## config.mk

```make
export PLATFORM = sky130hd
export DESIGN_NAME = ones_cnt_pipe
export DESIGN_NICKNAME = d
export VERILOG_FILES = /design/src/rtl/ones_cnt_pkg.sv /design/src/rtl/ones_cnt_level.sv /design/src/rtl/ones_cnt_pipe.sv
export SDC_FILE = /design/constraint.sdc
export NUM_CORES = 1
export LEC_CHECK = 0
export CELL_PAD_IN_SITES_DETAIL_PLACEMENT = 0
export CELL_PAD_IN_SITES_GLOBAL_PLACEMENT = 1
export CORE_MARGIN = 5
export CORE_UTILIZATION = 42
export DETAILED_ROUTE_END_ITERATION = 12
export GPL_TIMING_DRIVEN = 0
export PLACE_DENSITY = 0.86
export RECOVER_POWER = 25
export SLEW_MARGIN = 20
export SYNTH_ARGS = -nofsm -noshare
export SYNTH_HDL_FRONTEND = slang
export SYNTH_SLANG_ARGS = --single-unit
```

## constraint.sdc

```tcl
create_clock -name clk -period 6.3 [get_ports clk]
set_clock_uncertainty 0.1 [all_clocks]
set_input_delay 1.26 -clock clk [delete_from_list [all_inputs] [get_ports clk]]
set_output_delay 1.26 -clock clk [all_outputs]
set_load 0.005 [all_outputs]
```

## src/rtl/ones_cnt_pkg.sv

```systemverilog
// Shared sizing helpers and accumulator state encoding for the pipelined ones counter.
package ones_cnt_pkg;

  function automatic int vec_size(input int lg);
    return 1 << lg;
  endfunction

  function automatic int cnt_w(input int lg);
    return lg + 1;
  endfunction

  typedef enum logic {ACC_IDLE, ACC_OPEN} acc_state_e;

endpackage

```

## src/rtl/ones_cnt_level.sv

```systemverilog
// One adder-tree level: sums adjacent pairs of IN_W-bit partial counts into IN_W+1 bits, registered.
// With ONES_CNT_FIRST_IDX_EN defined it also merges pairs of (any, lowest-index) nodes.
module ones_cnt_level
  import ones_cnt_pkg::*;
#(
  parameter int IN_W = 1,
  parameter int N_IN = 8,
  localparam int N_OUT = N_IN / 2,
  localparam int OUT_W = IN_W + 1
) (
  input  logic                   clk,
  input  logic                   rst,
  input  logic                   en,
  input  logic                   in_valid,
  input  logic                   in_last,
  input  logic [N_IN*IN_W-1:0]   in_sum,
`ifdef ONES_CNT_FIRST_IDX_EN
  input  logic [N_IN-1:0]        in_any,
  input  logic [N_IN*IN_W-1:0]   in_idx,
  output logic [N_OUT-1:0]       out_any,
  output logic [N_OUT*OUT_W-1:0] out_idx,
`endif
  output logic                   out_valid,
  output logic                   out_last,
  output logic [N_OUT*OUT_W-1:0] out_sum
);

  logic [N_OUT*OUT_W-1:0] sum_d;

  always_comb begin
    sum_d = '0;
    for (int unsigned j = 0; j < N_OUT; j++) begin
      sum_d[j*OUT_W +: OUT_W] = OUT_W'(in_sum[2*j*IN_W +: IN_W])
                              + OUT_W'(in_sum[(2*j+1)*IN_W +: IN_W]);
    end
  end

  always_ff @(posedge clk) begin
    if (rst) begin
      out_valid <= '0;
      out_last  <= '0;
      out_sum   <= '0;
    end else if (en) begin
      out_valid <= in_valid;
      out_last  <= in_last;
      out_sum   <= sum_d;
    end
  end

`ifdef ONES_CNT_FIRST_IDX_EN
  // Right child's index gains the new top bit; a node with no set bit reports 0.
  localparam logic [OUT_W-1:0] HI = OUT_W'(1) << (IN_W - 1);

  logic [N_OUT-1:0]       any_d;
  logic [N_OUT*OUT_W-1:0] idx_d;

  always_comb begin
    any_d = '0;
    idx_d = '0;
    for (int unsigned j = 0; j < N_OUT; j++) begin
      any_d[j] = in_any[2*j] | in_any[2*j+1];
      if (in_any[2*j])
        idx_d[j*OUT_W +: OUT_W] = OUT_W'(in_idx[2*j*IN_W +: IN_W]);
      else if (in_any[2*j+1])
        idx_d[j*OUT_W +: OUT_W] = OUT_W'(in_idx[(2*j+1)*IN_W +: IN_W]) | HI;
    end
  end

  always_ff @(posedge clk) begin
    if (rst) begin
      out_any <= '0;
      out_idx <= '0;
    end else if (en) begin
      out_any <= any_d;
      out_idx <= idx_d;
    end
  end
`endif

endmodule

```

## src/rtl/ones_cnt_pipe.sv

```systemverilog
// Pipelined population counter with valid/ready flow control and per-packet saturating accumulation.
// Optional lowest-set-index output enabled by defining ONES_CNT_FIRST_IDX_EN.
module ones_cnt_pipe
  import ones_cnt_pkg::*;
#(
  parameter int LOG_VEC_SIZE = 3,
  parameter int ACC_W        = 16,
  localparam int VEC_SIZE    = vec_size(LOG_VEC_SIZE),
  localparam int CNT_W       = cnt_w(LOG_VEC_SIZE)
) (
  input  logic                    clk,
  input  logic                    rst,
  input  logic                    in_valid,
  output logic                    in_ready,
  input  logic [0:VEC_SIZE-1]     in_vec,
  input  logic                    in_last,
  output logic                    out_valid,
  input  logic                    out_ready,
  output logic [CNT_W-1:0]        out_ones,
  output logic [ACC_W-1:0]        out_acc,
  output logic                    out_acc_ovf,
  output logic                    out_last
`ifdef ONES_CNT_FIRST_IDX_EN
  ,
  output logic [LOG_VEC_SIZE-1:0] out_first_idx
`endif
);

  logic                adv;
  logic [VEC_SIZE-1:0] vec_flat;

  assign adv      = out_ready | ~out_valid;
  assign in_ready = adv;

  always_comb begin
    vec_flat = '0;
    for (int unsigned i = 0; i < VEC_SIZE; i++) vec_flat[i] = in_vec[i];
  end

  for (genvar k = 0; k < LOG_VEC_SIZE; k++) begin : g_lvl
    localparam int IN_W  = k + 1;
    localparam int N_IN  = VEC_SIZE >> k;
    localparam int N_OUT = N_IN / 2;
    localparam int OUT_W = IN_W + 1;

    logic [N_IN*IN_W-1:0]   op;
    logic                   op_valid;
    logic                   op_last;
    logic [N_OUT*OUT_W-1:0] sum;
    logic                   valid;
    logic                   last;
`ifdef ONES_CNT_FIRST_IDX_EN
    logic [N_IN-1:0]        op_any;
    logic [N_IN*IN_W-1:0]   op_idx;
    logic [N_OUT-1:0]       any;
    logic [N_OUT*OUT_W-1:0] idx;
`endif

    if (k == 0) begin : g_head
      assign op       = vec_flat;
      assign op_valid = in_valid;
      assign op_last  = in_last;
`ifdef ONES_CNT_FIRST_IDX_EN
      assign op_any   = vec_flat;
      assign op_idx   = '0;
`endif
    end else begin : g_tail
      assign op       = g_lvl[k-1].sum;
      assign op_valid = g_lvl[k-1].valid;
      assign op_last  = g_lvl[k-1].last;
`ifdef ONES_CNT_FIRST_IDX_EN
      assign op_any   = g_lvl[k-1].any;
      assign op_idx   = g_lvl[k-1].idx;
`endif
    end

    ones_cnt_level #(
      .IN_W (IN_W),
      .N_IN (N_IN)
    ) u_level (
      .clk       (clk),
      .rst       (rst),
      .en        (adv),
      .in_valid  (op_valid),
      .in_last   (op_last),
      .in_sum    (op),
`ifdef ONES_CNT_FIRST_IDX_EN
      .in_any    (op_any),
      .in_idx    (op_idx),
      .out_any   (any),
      .out_idx   (idx),
`endif
      .out_valid (valid),
      .out_last  (last),
      .out_sum   (sum)
    );
  end

  assign out_valid = g_lvl[LOG_VEC_SIZE-1].valid;
  assign out_last  = g_lvl[LOG_VEC_SIZE-1].last;
  assign out_ones  = g_lvl[LOG_VEC_SIZE-1].sum;

`ifdef ONES_CNT_FIRST_IDX_EN
  logic unused_idx;
  assign out_first_idx = g_lvl[LOG_VEC_SIZE-1].idx[LOG_VEC_SIZE-1:0];
  assign unused_idx    = &{1'b0, g_lvl[LOG_VEC_SIZE-1].any, g_lvl[LOG_VEC_SIZE-1].idx[LOG_VEC_SIZE]};
`endif

  // The accumulator loads on the same edge as the final level, so it recomputes
  // that level's pair sum from the final level's operands.
  logic [CNT_W-1:0] fin_ones;
  logic             fin_valid;
  logic             fin_last;

  assign fin_ones  = CNT_W'(g_lvl[LOG_VEC_SIZE-1].op[LOG_VEC_SIZE-1:0])
                   + CNT_W'(g_lvl[LOG_VEC_SIZE-1].op[2*LOG_VEC_SIZE-1:LOG_VEC_SIZE]);
  assign fin_valid = g_lvl[LOG_VEC_SIZE-1].op_valid;
  assign fin_last  = g_lvl[LOG_VEC_SIZE-1].op_last;

  acc_state_e       state_q, state_d;
  logic [ACC_W-1:0] acc_q, acc_d;
  logic             ovf_q, ovf_d;
  logic [ACC_W:0]   acc_sum;

  always_comb begin
    state_d = state_q;
    acc_d   = acc_q;
    ovf_d   = ovf_q;
    acc_sum = {1'b0, acc_q} + (ACC_W+1)'(fin_ones);
    if (adv && fin_valid) begin
      unique case (state_q)
        ACC_IDLE: begin
          acc_d = ACC_W'(fin_ones);
          ovf_d = 1'b0;
        end
        ACC_OPEN: begin
          if (acc_sum[ACC_W]) begin
            acc_d = '1;
            ovf_d = 1'b1;
          end else begin
            acc_d = acc_sum[ACC_W-1:0];
          end
        end
        default: ;
      endcase
      state_d = fin_last ? ACC_IDLE : ACC_OPEN;
    end
  end

  always_ff @(posedge clk) begin
    if (rst) begin
      state_q <= ACC_IDLE;
      acc_q   <= '0;
      ovf_q   <= '0;
    end else begin
      state_q <= state_d;
      acc_q   <= acc_d;
      ovf_q   <= ovf_d;
    end
  end

  assign out_acc     = acc_q;
  assign out_acc_ovf = ovf_q;

endmodule

```

==> impl_summary.md <==
Clock network
After clock tree synthesis, the flow added hold-fix buffers numbering 0. The clock tree buffer depth is 2. The tree built by TritonCTS fans out to 42 sinks. The number of gates resized after cts is 0. The H-tree depth is 2.

The number of setup buffers added after CTS is 0. The clock slew at the register clock pins of the worst setup and hold paths is 0.08 ns. The total clock buffers created by CTS is 5. The clock reaches the later pin of the worst-skew pair after 0.30 ns. The CTS root buffer is clkbuf_8. TritonCTS built the clock tree.

Critical path
The type of element capturing the critical path is a primary output. Broken down by cell family, the worst path's largest delay share belongs to buffers and inverters. The largest stage delay on the critical path is 0.59 ns.

Traced cell by cell, the critical path runs through clkdlybuf4s50_1, nor2b_1, buf_2, inv_2, buf_1, clkdlybuf4s50_1. The cell type with the highest occurrence count on the critical path is clkdlybuf4s50_1. The sort of element at the start of the critical path is an input pin. The critical path in this run is classified as in -> out. The standard cell with the maximum stage delay on the critical path is clkdlybuf4s50_1. The endpoint arrival time on the critical path is 3.03 ns. STA puts the critical path data required time at 4.94 ns. The largest fanout on the critical path is 10. The number of buffers and inverters on the critical path is 5.

Synthesis
The number of flip-flops and latches in the synthesized netlist is 42. When the netlist entered floorplanning its net count stood at 275. The sequential fraction of the synthesis area is 40.2%. The count of distinct cell types in the synthesized netlist is 46. Synthesis produced 245 cells. The count of yosys warnings during synthesis is 0. The mean area per synthesized cell is 8.54 sq um.

The summed instance area of the synthesized netlist is 2090 sq um.

Floorplan
The height of the die is 80.6 um. The full die area is 6490 sq um. 37 I/O pins were placed. The total number of placement rows is 25. The initial utilization of the core area, before any placement, comes to 43.7%. The core outline area is 4790 sq um.

The die is 80.6 um wide.

Worst hold path
The min-delay analysis places its worst path in the category reg -> reg.

Final layout
The library cell used most frequently in the layout, excluding fill and tap cells, is nand2_1. The net count of the finished layout is 318. The area growth from synthesis to layout is 26.5%. The cell area after layout is 2650 sq um. The final cell count without fillers is 356.

The post-route netlist has 7.61% of its cells at a drive strength greater than 1. The count of inserted antenna diode cells is 0. In the layout the commonest cells are nand2_1, dfxtp_1, a21oi_1.

Routing
The post-detailed-route count of antenna-violating nets is 0. In the routed design, unresolved DRC markers number 0. The DRC marker count from the first detailed-route iteration is 71. The number of vias after detailed routing is 1841. Summed over all layers, the routed wires come to 4670 um. For this run, the detailed router's first-pass iteration total came to 4. In the routed layout, each cell is associated on average with a via count of 5.17. The mean routed wirelength per cell is 13.1 um.

STA
The slack of the critical path is 1.91 ns. Setup repair after global routing left no endpoint under its margin. The fraction of the cycle the final worst path needs is 69.6%. After routing, the total negative slack on setup checks comes to 0 ns. The worst relative slew slack is 60.5%. The slew at the pin closest to its max-slew limit is 0.589 ns. Subtracting the final worst setup slack from the clock period gives 4.39 ns. The count of endpoints failing setup in the final report is 0. Timing would allow up to 0.228 GHz.

The max-slew violation count is 0. The final hold violation count is 0.

Global route
The sum of overflow across all layers after global routing is 0. The number of global-route vias before repair came to 1634. The wire length of the first global-routing pass is 7770 um. In the global route stage, met3 resource usage came out at 3.92%. The maximum number of pins on one net before global-route repair is 14. The layer with the highest usage after global routing is met1. The met2 layer usage reported by global route is 21.4%. In the global route stage, met1 resource usage came out at 22.0%. The overall routing resource usage is 15.3%. The number of antenna violations at the first check in global routing is 0.

Power and ir drop
The total power is 0.557 mW. The ratio of total power to cell area is 210 nW/um^2. In this run the static leakage power is 1.05 nW. IR analysis of the VDD net gives a maximum drop of 0.138 mV.

Place
The final estimated routing congestion in global placement is 0.797. The placed wire-length estimate is 3440 um. The number of buffers added on ports is 36. The standard cell area after detailed placement is 2540 sq um. After detailed placement, the design holds a cell count of 348. The pre-CTS setup slack is 1.88 ns.

Run
The number of max-capacitance violations reported is 0.

Run status
The flow ran to the end, and the final reports show no timing, DRC or antenna violations.
cell usage after synthesis (all sizes together):
library cell,instances,area (sq um)
ha,13,163
nand2,46,173
nor2,18,67.6
inv,7,26.3
buf,8,50.0
o41ai,1,16.3
xor2,1,8.76
o21a,3,22.5
o31ai,1,12.5
clkbuf,4,15.0
and2,3,21.3
o21bai,4,30.0
or4,1,11.3
and3,3,18.8
nor3,10,50.1
a311oi,1,8.76
nand3b,2,18.8
a21oi,34,174
or3,2,12.5
and2b,1,7.51
a21o,1,7.51
a211oi,5,42.5
xnor2,1,8.76
a31oi,6,37.5
fa,4,80.1
nand3,6,42.5
nor4,2,18.8
dfxtp,42,841
o21ai,4,20.0
and4,3,26.3
nand4,2,12.5
a211o,1,8.76
nor4b,1,8.76
nor2b,2,12.5
a2bb2oi,1,8.76
a41oi,1,8.76
power by group:
| group | internal [mW] | total [mW] | switching [mW] | leakage (nW) |
|---|---|---|---|---|
| Sequential | 0.276 | 0.283 | 0.00720 | 0.343 |
| Clock | 0.118 | 0.213 | 0.0951 | 0.0514 |
| Combinational | 0.0298 | 0.0600 | 0.0302 | 0.651 |
registers in the layout (all words and copies together), names as in the netlist:
name                     count
g_lvl.u_level.out_valid      3
out_acc                     16
g_lvl.u_level.out_last       3
g_lvl.u_level.out_sum       18
state_q                      1
out_acc_ovf                  1
cells by family (layout without fill, tap and decap cells):
logic type | Yosys count | after routing | synth area share (%)
simple gates | 102 | 102 | 24.0
compound gates | 63 | 63 | 19.0
flops | 42 | 42 | 40.2
buf+inv | 19 | 63 | 4.37
fa+ha+maj | 17 | 17 | 11.6
xor+xnor | 2 | 2 | 0.837
worst paths after layout:
kind	start	end	slack [ns]	cells past startpoint
max reg2reg	g_lvl[1].u_level.out_sum[0]	out_acc[3]	3.23	9
min reg2reg	g_lvl[2].u_level.out_sum[1]	g_lvl[2].u_level.out_sum[1]	0.35	2
max	out_ready	in_ready	1.91	6
min	g_lvl[2].u_level.out_sum[1]	g_lvl[2].u_level.out_sum[1]	0.35	2
per-stage QoR:
stage / hold WS (ns) / util [%]
6_report: 0.352 / 55.3
5_1_grt: 0.379 / 55.3
3_5_place_dp: 0.345 / 53.0
3_3_place_gp: 0.340 / 53.0
2_1_floorplan: 0.332 / -
4_1_cts: 0.358 / 55.3
worst reg2reg max path, cell delays in order, from the launching register on:
cell and delay, ns:
dfxtp_1 0.32, ha_1 0.23, fa_1 0.38, xor2_1 0.28
ha_1 0.33, nor2b_1 0.17, o31ai_2 0.50, nand3b_2 0.37
and3_1 0.22, o41ai_2 0.06
metal layers:
layer | up-vias | share of wire [%]
li1 | 951 | -
met1 | 859 | 52
met2 | 24 | 43
met3 | 7 | 4.2
met4 | 0 | 1.2
met5 | - | 0
layout make-up:
cell class              instances  area [sq um]
plain buffers                  12          65.1
clock buffers                   6          72.6
clock inverters                 2          37.5
fillers                       462          2140
inverters                       7          26.3
multi-input cells             184          1160
flip-flops and latches         42           841
well taps                      67          83.8
repair buffers                 36           360
Power figures use the tool's default switching activity.
==> edit (same settings) <==
`LOG_VEC_SIZE`: 3 -> 4.
--- a/src/rtl/ones_cnt_pipe.sv
+++ b/src/rtl/ones_cnt_pipe.sv
@@ -3,7 +3,7 @@
 module ones_cnt_pipe
   import ones_cnt_pkg::*;
 #(
-  parameter int LOG_VEC_SIZE = 3,
+  parameter int LOG_VEC_SIZE = 4,
   parameter int ACC_W        = 16,
   localparam int VEC_SIZE    = vec_size(LOG_VEC_SIZE),
   localparam int CNT_W       = cnt_w(LOG_VEC_SIZE)
Interface: changed (resized in_vec and out_ones); port bits go from 37 to 46. The function was not compared with the original's and may differ.
==> edit against the original RTL <==
  * Setup slack worse by 0.28 ns
  * Wire length rose by 70%
  * Non-clock buffer count is 18 higher
  * Global-route usage rose by 1.5 points
  * Synthesized cell count up 62%
  * Sequential cell count increased by 25
  * Total power increased by 70%
  * Synthesized area up 60%
  * Cell area rose by 57%
  * Clock power increased by 84%
  * Critical path type unchanged
  * Critical endpoint unchanged
==> edit: results <==
logic_synthesis:
  yosys-top-cells-count: "nand2_1, dfxtp_1, a21oi_1"
  synth-seq-area-share_pct: 40.0
  synth_nets: 454
  synthDistinctLibCells: 45
  synthArstFlopShare_pct: 0
  yosysWarnings: 0
  synthTopCellsByArea: "dfxtp_1, ha_1, nand2_1"
status:
  status: "completed"
clock_network:
  cts_max_level: 3
  clk_pin_slew_worst_paths_ns: 0.07
  cts_buffer_depth: 2
  cts.repair.resized: 0
  insertion_delay_ns: 0.34
  postCtsSetupBuffers: 0
  cts_buffers: 9
  cts_root_buffer: "clkbuf_8"
hold_path:
  holdCritPathClass: "register to register"
detailed_routing:
  finalWirelength_mm: 7.91
  first_iter_violations: 97
  firstDrtPassIters: 4
  routed_via_density: 5.21
grt:
  gr-usage-all-layers_pct: 16.7
  grt_max_degree: 13
  grt_pass1_wl_mm: 13.4
  grt_pass1_vias: 2782
  antenna_found_initial: 0
placed_design:
  hpwl_mm: 6.00
  io_buffers: 45
  gp_congestion: 0.912
  dpl_cell_area_um2: 3930
layout:
  num_antenna_cells: 0
  nFillCells: 774
  nets: 510
  largest-register: "g_lvl.u_level.out_sum"
  drive_above_1_share_pct: 4.80
  largest_register_ffs: 41
sta:
  max_slew_margin_pct: 45.6
  final.setup.tns_ns: 0
pwr:
  leakagePower_nw: 1.71
  switchingPower_mw: 0.234
  ir_worst_vdd_mv: 0.114
setup_path:
  path_max_fanout: 10
  crit_arrival_ns: 3.31
-- edit: changes by cell type after synthesis, sizes merged, moves of 4 or more --
cell / change
a21o: +5
o21ai: +6
fa: +4
inv: +9
ha: +14
clkbuf: +15
buf: -6
dfxtp: +25
nand2: +44
xnor2: +4
a21oi: +26
-- edit: cells by family (layout without fill, tap and decap cells) --
logic type | after synthesis | after routing | synth area share (%)
buf+inv | 37 | 97 | 4.41
fa+ha+maj | 35 | 35 | 14.9
simple gates | 141 | 141 | 17.9
flops | 67 | 67 | 40.0
compound gates | 111 | 111 | 20.9
xor+xnor | 7 | 7 | 1.83
-- edit: routing by layer --
metal / vias to the layer above / global-route usage, % / share of wire (%)
li1: 1492 / - / -
met4: 0 / 6.09 / 1.5
met3: 10 / 3.51 / 4.4
met1: 1353 / 21.3 / 48
met5: - / 0 / 0
met2: 65 / 27.9 / 46
-- edit: path summary, 6_finish.rpt --
kind | startpoint | endpoint | slack [ns] | cells after the start
max reg2reg | g_lvl[2].u_level.out_sum[0]$_SDFFE_PP0N_ | out_acc[10]$_SDFFE_PP0P_ | 2.82 | 9
min | g_lvl[3].u_level.out_last$_SDFFE_PP0N_ | g_lvl[3].u_level.out_last$_SDFFE_PP0N_ | 0.35 | 2
max | out_ready | in_ready | 1.63 | 6
min reg2reg | g_lvl[3].u_level.out_last$_SDFFE_PP0N_ | g_lvl[3].u_level.out_last$_SDFFE_PP0N_ | 0.35 | 2
-- edit: final cells by class --
type | count | area, µm² | share of cell area, %
plain buffers | 21 | 87.6 | 2.11
clock buffers | 9 | 124 | 2.99
clock inverters | 6 | 90.1 | 2.17
inverters | 16 | 60.1 | 1.45
multi-input cells | 294 | 1860 | 44.9
flip-flops and latches | 67 | 1340 | 32.4
well taps | 102 | 128 | 3.08
repair buffers | 45 | 450 | 10.9
-- edit: critical path, stage by stage --
cell and delay (ns):
clkdlybuf4s50_1 0.46, nor2b_1 0.07, inv_1 0.07, clkbuf_1 0.38
clkbuf_1 0.46, clkdlybuf4s50_1 0.60
-- edit: through the flow --
stage	worst slack, ns	power, mW	util [%]	instances
global placement	1.67	0.563	50.6	545
finish	1.63	0.945	53.3	560
CTS	1.61	0.956	53.3	560
global route	1.51	0.988	53.3	560
detailed placement	1.62	0.565	50.6	545
floorplan	3.03	0.522	-	398
-- edit: power by group through the flow --
stage          Clock (mW)  Combinational (mW)  Sequential, mW
2_1_floorplan           0              0.0586           0.464
3_3_place_gp            0              0.0959           0.467
3_5_place_dp            0              0.0984           0.467
4_1_cts             0.400              0.0992           0.457
5_1_grt             0.416               0.111           0.460
6_report            0.391              0.0965           0.457
